### src/rtl/source_selector.sv
// source_selector: registered N-channel source mux with break-before-make blanking, auto-scan, freeze and illegal-select flag
//   i_clk, i_rst_n          clock (rising edge), asynchronous active-low reset
//   i_data                  CHANNELS sources packed, channel k at [k*WIDTH +: WIDTH]
//   i_valid                 per-channel data valid
//   i_sel                   manual channel select
//   i_mode                  0 = manual, 1 = auto-scan
//   i_freeze                hold result/result_valid and pause dwell
//   o_result, o_result_valid  registered routed data and valid
//   o_active_ch             channel currently routed
//   o_switching             high while blanking between channels
//   o_sel_err               manual select out of range
module source_selector #(
  parameter int WIDTH = 3,
  parameter int CHANNELS = 4,
  parameter int BLANK_CYC = 2,
  parameter int DWELL = 8,
  localparam int SEL_W = $clog2(CHANNELS)
) (
  input  logic                      i_clk,
  input  logic                      i_rst_n,
  input  logic [CHANNELS*WIDTH-1:0] i_data,
  input  logic [CHANNELS-1:0]       i_valid,
  input  logic [SEL_W-1:0]          i_sel,
  input  logic                      i_mode,
  input  logic                      i_freeze,
  output logic [WIDTH-1:0]          o_result,
  output logic                      o_result_valid,
  output logic [SEL_W-1:0]          o_active_ch,
  output logic                      o_switching,
  output logic                      o_sel_err
);
  localparam int BC_W = $clog2(BLANK_CYC + 1);
  localparam int DW_W = $clog2(DWELL);
  typedef enum logic {RUN, BLANK} state_t;
  state_t r_state, w_state;
  logic [SEL_W-1:0] r_active, w_active, r_pend, w_pend, w_target, w_next;
  logic [BC_W-1:0] r_blank, w_blank;
  logic [DW_W-1:0] r_dwell, w_dwell;
  logic [WIDTH-1:0] r_result, w_result;
  logic r_valid, w_valid, r_switching, w_switching, r_sel_err, w_sel_err, w_sel_ok;
  logic [WIDTH-1:0] w_ch [CHANNELS];
  for (genvar k = 0; k < CHANNELS; k++) begin : g_ch
    assign w_ch[k] = i_data[k*WIDTH +: WIDTH];
  end
  assign w_sel_ok = {1'b0, i_sel} < (SEL_W+1)'(CHANNELS);
  assign w_next = (r_active == SEL_W'(CHANNELS - 1)) ? '0 : r_active + 1'b1;
  // scan advance is suppressed while frozen so a frozen channel never starts a switch
  assign w_target = i_mode ? ((r_dwell == DW_W'(DWELL - 1) && !i_freeze) ? w_next : r_active)
                           : (w_sel_ok ? i_sel : r_active);
  always_comb begin
    w_state = r_state;
    w_active = r_active;
    w_pend = r_pend;
    w_blank = r_blank;
    w_dwell = r_dwell;
    w_result = r_result;
    w_valid = r_valid;
    w_switching = 1'b0;
    w_sel_err = 1'b0;
    if (r_state == BLANK) begin
      w_result = '0;
      w_valid = 1'b0;
      w_switching = 1'b1;
      w_blank = r_blank - 1'b1;
      if (r_blank == '0) begin
        w_state = RUN;
        w_active = r_pend;
        w_switching = 1'b0;
        w_blank = '0;
        w_result = w_ch[r_pend];
        w_valid = i_valid[r_pend];
      end
    end else begin
      w_sel_err = !i_mode && !w_sel_ok;
      if (w_target != r_active) begin
        w_state = BLANK;
        w_pend = w_target;
        w_blank = BC_W'(BLANK_CYC - 1);
        w_dwell = '0;
        w_result = '0;
        w_valid = 1'b0;
        w_switching = 1'b1;
      end else begin
        w_result = i_freeze ? r_result : w_ch[r_active];
        w_valid = i_freeze ? r_valid : i_valid[r_active];
        // held at zero in manual mode, so entering scan always starts a fresh dwell
        w_dwell = !i_mode ? '0 : i_freeze ? r_dwell : r_dwell + 1'b1;
      end
    end
  end
  always_ff @(posedge i_clk or negedge i_rst_n) begin
    if (!i_rst_n) begin
      r_state <= RUN;
      r_active <= '0;
      r_pend <= '0;
      r_blank <= '0;
      r_dwell <= '0;
      r_result <= '0;
      r_valid <= 1'b0;
      r_switching <= 1'b0;
      r_sel_err <= 1'b0;
    end else begin
      r_state <= w_state;
      r_active <= w_active;
      r_pend <= w_pend;
      r_blank <= w_blank;
      r_dwell <= w_dwell;
      r_result <= w_result;
      r_valid <= w_valid;
      r_switching <= w_switching;
      r_sel_err <= w_sel_err;
    end
  end
  assign o_result = r_result;
  assign o_result_valid = r_valid;
  assign o_active_ch = r_active;
  assign o_switching = r_switching;
  assign o_sel_err = r_sel_err;
endmodule
### config.mk
export PLATFORM = sky130hd
export DESIGN_NAME = source_selector
export DESIGN_NICKNAME = d
export VERILOG_FILES = /design/src/rtl/source_selector.sv
export SDC_FILE = /design/constraint.sdc
export NUM_CORES = 1
export LEC_CHECK = 0
export BUFFER_PORTS_ARGS = -buffer_cell sky130_fd_sc_hd__buf_2
export CORE_MARGIN = 10
export CORE_UTILIZATION = 30
export DETAILED_ROUTE_END_ITERATION = 10
export SETUP_SLACK_MARGIN = 0.15
export SLEW_MARGIN = 20
export SYNTH_ARGS = -nofsm -noshare
export SYNTH_HDL_FRONTEND = slang
export SYNTH_SLANG_ARGS = --single-unit
### constraint.sdc
create_clock -name i_clk -period 4.4 [get_ports i_clk]
set_input_delay 0.44 -clock i_clk [delete_from_list [all_inputs] [get_ports i_clk]]
set_output_delay 0.44 -clock i_clk [all_outputs]
set_load 0.02 [all_outputs]
==> results by group, run 1 <==
Pwr
  • Reg power frac: 36.3%
  • Max VDD drop: 169 µV
  • Sw Pwr: 297 µW
  • Net Sw Frac: 40.7%
  • Logic gate share of total power: 51.2%
  • Power Internal: 433 µW
  • Clock share of power: 12.5%
  • Pleak: 0.000541 µW
  • Power per standard cell area: 604 nW/µm²

Worst setup path
  • Worst r2r dst: r_pend[1]$_DFFE_PN0P_
  • CP startpoint kind: flop
  • R2R Path Start: o_active_ch[0]$_DFFE_PN0P_
  • CP Capture Point: r_pend[1]$_DFFE_PN0P_
  • Worst setup startpoint: o_active_ch[0]$_DFFE_PN0P_
  • Crit path cell chain: ha_1 -> xor2_1 -> nand3_1 -> o211a_4 -> nor2_2 -> mux2_4
  • Reg2Reg Depth: 6
  • Crit path required time: 4.56 ns
  • Crit path largest cell delay: 0.65 ns
  • CP Capture Type: flop
  • Crit Path Max Fanout: 11
  • Worst Path Arrival: 2.19 ns
  • Critical path type: reg -> reg
  • Slowest cell on crit path: dfrtp_1
  • Worst R2R Setup Slack: 2.36 ns

Clocking
  • TritonCTS clock tree: built
  • H-tree depth reported by CTS: 1
  • Worst-Skew Late Latency: 0.27 ns
  • Clk sink count: 14
  • Clock transition at path regs: 0.09 ns
  • Root Driver: clkbuf_4
  • Setup bufs post-CTS: 0
  • Max Buffers Root-to-Sink: 2
  • Num CTS Buffers: 3
  • PostCTS Resize Cnt: 0
  • Hold-fix buffers, CTS: 0

Synthesis
  • Post-Syn Area: 1020 µm²
  • Post-Synthesis Cells: 93
  • Synth area leaders: dfrtp_1 34%, mux4_2 18%, ha_1 3.7%, nor2_1 3.3%, mux2_4 2.9%
  • Mapped Avg Cell Area: 11.0 µm²
  • Yosys Warn Count: 0
  • Share of the synthesized area in the top cell type: 34.4%
  • Yosys top cell by area: dfrtp_1
  • Yosys cell types: 31
  • Seq/Total Area, Yosys: 34.4%
  • Seq cells post-synth: 14
  • Syn_nets: 118

GRT
  • Busiest grt layer: met2
  • Met1 Track Usage GR: 8.64%
  • Vias in the first global route: 851
  • M3 GR Usage: 1.37%
  • Met2 Track Usage GR: 13.7%
  • Initial antenna violation count: 0
  • Congestion Overflow GR: 0
  • Largest net degree at the start of global routing: 15
  • First-pass GRT wire length: 3.92 mm
  • Overall Global Routing Usage: 7.64%

Route
  • Post-DR vias/cell: 4.77
  • Routed WL: 2.30 mm
  • Drt pass-1 iters: 4
  • Drc violations: 0
  • DR vias: 783
  • Number of antenna-violating nets in the routed design: 0
  • Initial drt markers: 47
  • DR WL/cell: 14.0 µm

Timing
  • Fin Setup TNS: 0 ns
  • RSZ-0062 raised after global routing: false
  • Post-layout minimum cycle time: 2.04 ns
  • Slew Limit Fails: 0
  • Clock Skew: 0.00801 ns
  • Final setup vio count: 0
  • Final Hold Viols: 0
  • Part of the cycle the worst path needs: 46.3%
  • Fmax: 491 MHz

Place
  • DP HPWL: 1.92 mm
  • Routability cong.: 0.814
  • Port bufs: 28

Outcome
  • Status: completed

Cells and area
  • Most frequent cells in the layout: 28 x buf_2, 14 x dfrtp_1, 9 x nor2_1
  • Most common cell after layout, fill and taps aside: buf_2
  • Register area: 350 µm²
  • Final #Nets: 144
  • Layout area overhead: 18.7%
  • Util after Layout: 36.5%
  • Filler cells: 357
  • Area of the multi-input gates: 606 µm²
  • Diode count: 0
  • Layout cells sized above 1: 42.4%

Die
  • Die Ht: 78.3 µm
  • Die area: 6130 µm²
  • Die Width: 78.3 µm
  • Io pins: 30
  • Row cnt: 21
  • Placeable core area: 3310 µm²
  • Initial Util: 30.8%

Worst hold path
  • Min-delay worst type: in -> async

Run
  • Maxcap violations: 0
area by class of cell:
type | instances | area share [%]
well taps | 46 | 4.76
multi-input cells | 67 | 50.1
clock buffers | 4 | 3.00
inverters | 5 | 1.55
flip-flops and latches | 14 | 29.0
repair buffers | 28 | 11.6
cell usage after synthesis:
cell / number
ha_1: 3
o211ai_2: 1
a21boi_0: 2
buf_6: 1
nand3b_1: 2
mux4_2: 8
nor2b_4: 1
nand3_1: 1
mux2i_1: 2
o41ai_1: 1
or2_4: 1
mux2_2: 2
nor2_2: 1
a21oi_4: 1
and2_1: 2
mux2_4: 2
buf_2: 5
conb_1: 1
buf_4: 1
o211a_4: 1
inv_1: 5
nor2_1: 9
a21oi_1: 3
o22ai_1: 4
o21ai_1: 1
dfrtp_1: 14
o21ai_0: 5
nand2_1: 6
xor2_1: 2
o21a_1: 4
nand2b_1: 1
registers in the layout, indices dropped and copies added (netlist names):
name,flops
o_active_ch,2
o_result,3
r_pend,2
r_dwell,3
o_switching,1
r_blank,2
o_result_valid,1
power by group through the flow:
stage | Combinational [µW] | Sequential (µW) | Clock, µW
2_1_floorplan | 315 | 247 | 0
3_3_place_gp | 372 | 266 | 0
3_5_place_dp | 379 | 271 | 0
4_1_cts | 379 | 268 | 94.4
5_1_grt | 414 | 280 | 104
6_report | 373 | 265 | 91.2
stage by stage:
step | area, µm² | setup WS (ns) | std cells | power (µW) | hold slack [ns]
floorplan | 1020 | 2.62 | 93 | 563 | 0.144
global placement | 1170 | 2.41 | 160 | 638 | 0.343
detailed placement | 1170 | 2.35 | 160 | 650 | 0.350
CTS | 1210 | 2.33 | 164 | 742 | 0.0468
global route | 1210 | 2.17 | 164 | 799 | 0.0421
finish | 1210 | 2.36 | 164 | 730 | 0.0448
cells by family after synthesis:
kind of cell	after synthesis	share of synthesized area, %
and+or+nand+nor	24	12.2
adders and majority gates	3	3.69
DFF	14	34.4
buffers and inverters	12	6.14
other	1	0.368
xor gates and xnor gates	2	1.72
muxes	14	24.8
AOI/OAI and AO/OA	23	16.7
how the worst min path moves through the flow:
stage | cells after the start | endpoint | slack (ns)
final | 1 | r_blank[0]$_DFFE_PN0P_ | 0.04
after global routing | 1 | r_blank[0]$_DFFE_PN0P_ | 0.04
after CTS | 1 | r_blank[0]$_DFFE_PN0P_ | 0.05
after detailed placement | 1 | r_dwell[1]$_DFFE_PN0P_ | 0.35
after global placement | 1 | r_dwell[1]$_DFFE_PN0P_ | 0.34
after floorplan | 0 | o_active_ch[0]$_DFFE_PN0P_ | 0.14
metal layers:
layer,up-vias,share of wire (%),wire length [µm]
met3,2,3.2,74
met1,375,41,950
met2,22,54,1250
met5,-,0,0
li1,384,-,-
met4,0,1.1,26
worst max-delay path: cells and delay by family, from the launching register on:
family / cells / cell delay, ns
compound gates: 1 / 0.17
xor+xnor: 1 / 0.16
fa+ha+maj: 1 / 0.34
flops: 1 / 0.65
mux: 1 / 0.31
simple gates: 2 / 0.28
Power figures use the tool's default switching activity.
==> run 2: changes to the inputs <==
ABC_AREA = 1   (was not set)
clock period = 2.1 ns   (was 4.4 ns; I/O delays follow)
==> run 2 against run 1 <==
Cell count up 42%. Clock skew is 0.0055 ns lower. Cell area is 11% higher. Clock power is 140% higher. First-iteration DRC count grew 49%.
==> results by group, run 2 <==
Timing
  • Slew Limit Fails: 0 (unchanged)
  • Part of the cycle the worst path needs: 84.7% (was 46.3%)
  • RSZ-0062 raised after global routing: false (unchanged)
  • Final Hold Viols: 0 (unchanged)
  • Worst hold slack: 0.312 ns (was 0.0448 ns)
  • Post-layout minimum cycle time: 1.78 ns (was 2.04 ns)
  • Setup WS post-layout: 0.322 ns (was 2.36 ns)
  • Clock Skew: 0.00246 ns (was 0.00801 ns)
  • Fin Setup TNS: 0 ns (unchanged)
  • Final setup vio count: 0 (unchanged)
  • Fmax: 562 MHz (was 491 MHz)

Place
  • Port bufs: 28 (unchanged)
  • DP HPWL: 2.33 mm (was 1.92 mm)
  • Routability cong.: 0.793 (was 0.814)
  • Pre-CTS WS: 0.273 ns (was 2.35 ns)

Pwr
  • Clock share of power: 13.5% (was 12.5%)
  • Power Internal: 812 µW (was 433 µW)
  • Logic gate share of total power: 56.5% (was 51.2%)
  • Pleak: 0.000721 µW (was 0.000541 µW)
  • Reg power frac: 30.0% (was 36.3%)
  • Sw Pwr: 821 µW (was 297 µW)
  • Power per standard cell area: 1220 nW/µm² (was 604 nW/µm²)
  • Net Sw Frac: 50.3% (was 40.7%)
  • Max VDD drop: 416 µV (was 169 µV)

Die
  • Die Width: 81.3 µm (was 78.3 µm)
  • Die area: 6610 µm² (was 6130 µm²)
  • Initial Util: 30.8% (about the same)
  • Row cnt: 22 (was 21)
  • Die Ht: 81.3 µm (was 78.3 µm)
  • Io pins: 30 (unchanged)
  • Placeable core area: 3660 µm² (was 3310 µm²)

Synthesis
  • Async set or reset register ratio after synthesis: 100% (unchanged)
  • Post-synth EDFFs: 0 (unchanged)
  • Mapped Avg Cell Area: 7.09 µm² (was 11.0 µm²)
  • Yosys Warn Count: 0 (unchanged)
  • Yosys cell types: 23 (was 31)
  • Post-Syn Area: 1130 µm² (was 1020 µm²)
  • Yosys top cell by area: dfrtp_1 (unchanged)
  • Seq cells post-synth: 14 (unchanged)
  • Post-synth top cells: 33 x nand2_1, 26 x o21ai_0, 15 x inv_1 (was 14 x dfrtp_1, 9 x nor2_1, 8 x mux4_2)
  • Share of the synthesized area in the top cell type: 31.1% (was 34.4%)
  • Post-Synthesis Cells: 159 (was 93)
  • Most used DFF post-synth: dfrtp_1 (unchanged)
  • Syn_nets: 184 (was 118)
  • Seq/Total Area, Yosys: 31.1% (was 34.4%)
  • Count leader, synth: nand2_1 (was dfrtp_1)
  • Synth area leaders: dfrtp_1 31%, o21ai_0 12%, nand2_1 11%, nand2_4 6.0%, inv_1 5.0% (was dfrtp_1 34%, mux4_2 18%, ha_1 3.7%, nor2_1 3.3%, mux2_4 2.9%)

GRT
  • First-pass GRT wire length: 5.18 mm (was 3.92 mm)
  • Initial antenna violation count: 0 (unchanged)
  • Vias in the first global route: 1171 (was 851)
  • Overall Global Routing Usage: 9.67% (was 7.64%)
  • Congestion Overflow GR: 0 (unchanged)
  • Largest net degree at the start of global routing: 19 (was 15)

Worst setup path
  • Crit path cell chain: ha_1 -> ha_2 -> inv_1 -> nor2_1 -> nand2_1 -> nand3_2 -> nand2_2 -> nand2_2 -> nand2_4 -> nand2_4 -> nor2_8 -> nand2_4 -> nand2_1 -> nand2_1 (was ha_1 -> xor2_1 -> nand3_1 -> o211a_4 -> nor2_2 -> mux2_4)
  • CP startpoint kind: flop (unchanged)
  • Crit path largest cell delay: 0.39 ns (was 0.65 ns)
  • Worst R2R Setup Slack: 0.32 ns (was 2.36 ns)
  • Worst Path Arrival: 1.91 ns (was 2.19 ns)
  • Crit path required time: 2.23 ns (was 4.56 ns)
  • CP Capture Type: flop (unchanged)
  • Reg2Reg Depth: 14 (was 6)
  • Crit Path Max Fanout: 6 (was 11)
  • Critical path type: reg -> reg (unchanged)
  • Slowest cell on crit path: dfrtp_1 (unchanged)

Clocking
  • Clk sink count: 14 (unchanged)
  • H-tree depth reported by CTS: 1 (unchanged)
  • Root Driver: clkbuf_8 (was clkbuf_4)
  • Clock transition at path regs: 0.06 ns (was 0.09 ns)
  • Max Buffers Root-to-Sink: 2 (unchanged)
  • Setup bufs post-CTS: 0 (unchanged)
  • Num CTS Buffers: 3 (unchanged)
  • Worst-Skew Late Latency: 0.24 ns (was 0.27 ns)
  • TritonCTS clock tree: built (unchanged)

Route
  • DR WL/cell: 12.4 µm (was 14.0 µm)
  • Post-DR vias/cell: 4.62 (was 4.77)
  • Routed WL: 2.90 mm (was 2.30 mm)
  • DR vias: 1076 (was 783)
  • Drc violations: 0 (unchanged)
  • Number of antenna-violating nets in the routed design: 0 (unchanged)
  • Initial drt markers: 70 (was 47)
  • Drt pass-1 iters: 4 (unchanged)

Worst hold path
  • Min-delay worst type: in -> reg (was in -> async)
  • Hold depth: 3

Cells and area
  • Final #Nets: 212 (was 144)
  • Layout area overhead: 18.6% (was 18.7%)
  • Most common cell after layout, fill and taps aside: nand2_1 (was buf_2)
  • Diode count: 0 (unchanged)
  • Layout cells sized above 1: 26.5% (was 42.4%)
  • Most frequent cells in the layout: 33 x nand2_1, 28 x buf_2, 26 x o21ai_0 (was 28 x buf_2, 14 x dfrtp_1, 9 x nor2_1)

Outcome
  • Status: completed (unchanged)

Run
  • Maxcap violations: 0 (unchanged)
[run 2: cell families after synthesis]
kind of cell / count (synthesis) / share of synthesized area, %
compound gates: 39 / 17.5
fa+ha+maj: 3 / 3.33
buf+inv: 24 / 10.8
flops: 14 / 31.1
other cells: 1 / 0.333
simple gates: 78 / 37.0
[run 2: timing repair]
item                                    CTS  global route
resized for setup                         0             1
hold buffers                              1             0
endpoints found under the setup margin    0             4
endpoints found under the hold margin    14             0
[run 2: per-stage QoR]
stage          total power, µW  std cells  util (%)  cell area [µm²]
6_report                  1630        233      36.5             1340
5_1_grt                   1840        233      36.5             1340
3_5_place_dp              1430        229      35.1             1280
2_1_floorplan             1190        159         -             1130
3_3_place_gp              1420        229      35.1             1280
4_1_cts                   1660        233      36.5             1340
[run 2: routing by layer]
layer	part of all wire, %	up-vias	GRT usage, %
li1	-	578	-
met1	45	466	11.5
met2	46	30	16.0
met3	7.3	2	2.54
met4	1.5	0	4.15
met5	0	-	0
[run 2: cell type report]
cell class	instances	area, µm²
clock buffer	3	41.3
fill	396	2320
inverter	16	62.6
multi-input combinational	121	658
sequential	14	350
tap	48	60.1
timing repair buffer	31	165
[run 2: worst paths after layout]
check	from	endpoint
max	r_dwell[0]$_DFFE_PN0P_	o_result[1]$_DFFE_PN0P_
min in group asynchronous	i_rst_n	r_dwell[2]$_DFFE_PN0P_
max reg2reg	r_dwell[0]$_DFFE_PN0P_	o_result[1]$_DFFE_PN0P_
max in group asynchronous	i_rst_n	r_pend[0]$_DFFE_PN0P_
min reg2reg	r_dwell[1]$_DFFE_PN0P_	r_dwell[1]$_DFFE_PN0P_
min	i_mode	r_dwell[1]$_DFFE_PN0P_
[run 2: worst max-delay path, delay by kind of cell, from the launching register on]
kind	cells	cell delay, ns
adder cells (fa/ha/maj)	2	0.41
buffers and inverters	1	0.06
flip-flops	1	0.39
AND/OR/NAND/NOR	11	0.80
[run 2: power groups by stage]
stage	Sequential [µW]	Clock (µW)	Combinational, µW
2_1_floorplan	511	0	675
3_3_place_gp	497	0	928
3_5_place_dp	498	0	930
4_1_cts	493	227	937
5_1_grt	515	240	1080
6_report	490	220	922
==> run 3: changes to the inputs <==
ABC_AREA = 0   (was 1)
clock period = 1.57 ns   (was 2.1 ns; I/O delays follow)
==> run 3 against run 2 <==
The flow now finishes with violations (setup timing). Highest routed layer unchanged. Clock skew rose by 0.00062 ns. Critical path type unchanged. Combinational power rose by 55%. Global-route usage fell by 0.89 points. Worst hold slack got worse by 0.088 ns. Wire length fell by 11%.
==> results by group, run 3 (same netlist as run 1, synthesis figures left out) <==
Timing
  • Clock Skew: 0.00308 ns (was 0.00246 ns)
  • Slew Limit Fails: 0 (unchanged)
  • Final setup vio count: 10 (was 0)
  • Post-layout minimum cycle time: 1.71 ns (was 1.78 ns)
  • RSZ-0062 raised after global routing: true (was false)
  • Fmax: 584 MHz (was 562 MHz)
  • Final Hold Viols: 0 (unchanged)
  • Setup WS post-layout: -0.142 ns (was 0.322 ns)
  • Part of the cycle the worst path needs: 109% (was 84.7%)

Worst hold path
  • Min-delay src: i_freeze (was i_mode)
  • Min-delay worst type: in -> reg (unchanged)

Worst setup path
  • Critical path type: reg -> reg (unchanged)
  • Crit Path Max Fanout: 3 (was 6)
  • Worst R2R Setup Slack: -0.14 ns (was 0.32 ns)
  • Crit path required time: 1.74 ns (was 2.23 ns)
  • Slowest cell on crit path: dfrtp_1 (unchanged)
  • Worst Path Arrival: 1.89 ns (was 1.91 ns)
  • Crit path buffers/inverters: 0 (was 1)
  • Worst setup startpoint: r_dwell[0]$_DFFE_PN0P_ (unchanged)
  • CP startpoint kind: flop (unchanged)
  • R2R Path Start: r_dwell[0]$_DFFE_PN0P_ (unchanged)
  • Crit path cell chain: ha_2 -> ha_1 -> nor2b_4 -> o21ai_4 -> o211a_4 -> nor2_4 -> mux2_4 (was ha_1 -> ha_2 -> inv_1 -> nor2_1 -> nand2_1 -> nand3_2 -> nand2_2 -> nand2_2 -> nand2_4 -> nand2_4 -> nor2_8 -> nand2_4 -> nand2_1 -> nand2_1)
  • CP Capture Type: flop (unchanged)
  • Crit path largest cell delay: 0.37 ns (was 0.39 ns)
  • Crit-path leading delay family: flip-flops (was simple AND/OR/NAND/NOR gates)

Cells and area
  • Layout area overhead: 35.3% (was 18.6%)
  • Layout cells sized above 1: 53.1% (was 26.5%)
  • Most common cell after layout, fill and taps aside: buf_2 (was nand2_1)
  • Final #Nets: 156 (was 212)
  • Most frequent cells in the layout: 28 x buf_2, 12 x dfrtp_1, 9 x nor2_1, 9 x buf_4, 8 x mux4_2 (was 33 x nand2_1, 28 x buf_2, 26 x o21ai_0)
  • Area of the multi-input gates: 683 µm² (was 658 µm²)
  • Final Non-Filler Cells: 176 (was 233)
  • Register area: 353 µm² (was 350 µm²)
  • Filler cells: 345 (was 396)
  • Diode count: 0 (unchanged)

Clocking
  • Root Driver: clkbuf_4 (was clkbuf_8)
  • H-tree depth reported by CTS: 1 (unchanged)
  • Clock transition at path regs: 0.09 ns (was 0.06 ns)
  • TritonCTS clock tree: built (unchanged)
  • Max Buffers Root-to-Sink: 2 (unchanged)
  • Worst-Skew Late Latency: 0.28 ns (was 0.24 ns)
  • Clk sink count: 14 (unchanged)
  • Num CTS Buffers: 3 (unchanged)

GRT
  • Initial antenna violation count: 0 (unchanged)
  • First-pass GRT wire length: 4.44 mm (was 5.18 mm)
  • Vias in the first global route: 930 (was 1171)
  • Congestion Overflow GR: 0 (unchanged)
  • Overall Global Routing Usage: 8.78% (was 9.67%)
  • Largest net degree at the start of global routing: 15 (was 19)

Route
  • Post-DR vias/cell: 4.85 (was 4.62)
  • Drt pass-1 iters: 4 (unchanged)
  • DR vias: 853 (was 1076)
  • Drc violations: 0 (unchanged)
  • Initial drt markers: 54 (was 70)
  • Routed WL: 2.57 mm (was 2.90 mm)
  • DR WL/cell: 14.6 µm (was 12.4 µm)
  • Number of antenna-violating nets in the routed design: 0 (unchanged)

Pwr
  • Power per standard cell area: 1710 nW/µm² (was 1220 nW/µm²)
  • Pleak: 0.000597 µW (was 0.000721 µW)
  • Tot Pwr: 2360 µW (was 1630 µW)
  • Max VDD drop: 348 µV (was 416 µV)

Die
  • Io pins: 30 (unchanged)
  • Die Ht: 78.3 µm (was 81.3 µm)
  • Row cnt: 21 (was 22)
  • Initial Util: 30.8% (about the same)
  • Die area: 6130 µm² (was 6610 µm²)
  • Die Width: 78.3 µm (was 81.3 µm)
  • Placeable core area: 3310 µm² (was 3660 µm²)

Place
  • Routability cong.: 0.732 (was 0.793)
  • DP Cell Count: 165 (was 229)
  • Pre-CTS WS: -0.116 ns (was 0.273 ns)
  • DP HPWL: 2.02 mm (was 2.33 mm)
  • Port bufs: 28 (unchanged)

Outcome
  • Failing checks: setup timing
  • Status: complete, but fails checks (was completed)

Run
  • Maxcap violations: 0 (unchanged)
[run 3: cell types whose count changed in the layout (fill, tap and decap cells not counted), moves of 3 or more]
cell	delta
nand2_1	-27
nor2_1	-4
nand3_1	-11
inv_1	-10
clkbuf_4	+3
nand4_1	-6
a21oi_1	-8
nand2_2	-3
mux4_2	+8
o21a_1	+4
o22ai_1	+4
buf_4	+7
o21ai_0	-23
nand2_4	-6
[run 3: area by class of cell]
class                   count  area share (%)
clock buffers               4            2.63
inverters                   5            1.36
multi-input cells          68            49.6
flip-flops and latches     14            25.6
well taps                  46            4.18
repair buffers             39            16.6
[run 3: final timing paths]
| kind | to | cells past startpoint |
|---|---|---|
| min in group asynchronous | r_pend[0]$_DFFE_PN0P_ | 2 |
| worst max-delay path | r_pend[1]$_DFFE_PN0P_ | 7 |
| worst min-delay path | r_dwell[0]$_DFFE_PN0P_ | 2 |
| max in group asynchronous | o_active_ch[1]$_DFFE_PN0P_ | 2 |
| worst min register to register | o_result_valid$_DFFE_PN0P_ | 1 |
| worst max register to register | r_pend[1]$_DFFE_PN0P_ | 7 |
[run 3: timing repair]
item                                   in CTS  in global routing
setup endpoints to repair                  12                 12
gates resized for setup                     8                  0
pin swaps                                   5                  2
cloned                                      1                  0
endpoints found under the hold margin      14                  0
hold buffers                                1                  0
buffers inserted                            4                  1
[run 3: layer usage]
metal / vias up / track usage (%) / part of all wire [%]
li1: 413 / - / -
met1: 424 / 9.88 / 42
met2: 14 / 15.1 / 54
met3: 2 / 2.16 / 3.8
met4: 0 / 4.30 / 0.51
met5: - / 0 / 0
[run 3: through the flow]
| step | hold slack [ns] | util, % | instance area (µm²) | setup TNS (ns) |
|---|---|---|---|---|
| floorplan | -0.139 | - | 1040 | -0.281 |
| global placement | 0.0653 | 37.3 | 1240 | -0.507 |
| detailed placement | 0.0749 | 37.3 | 1240 | -0.825 |
| CTS | 0.217 | 41.4 | 1370 | -0.692 |
| global route | 0.240 | 41.6 | 1380 | -1.93 |
| finish | 0.224 | 41.6 | 1380 | -0.927 |
[run 3: power breakdown]
| group | switching, µW | internal (µW) |
|---|---|---|
| clock | 128 | 141 |
| sequential | 155 | 507 |
| combinational | 678 | 749 |
| total | 961 | 1400 |
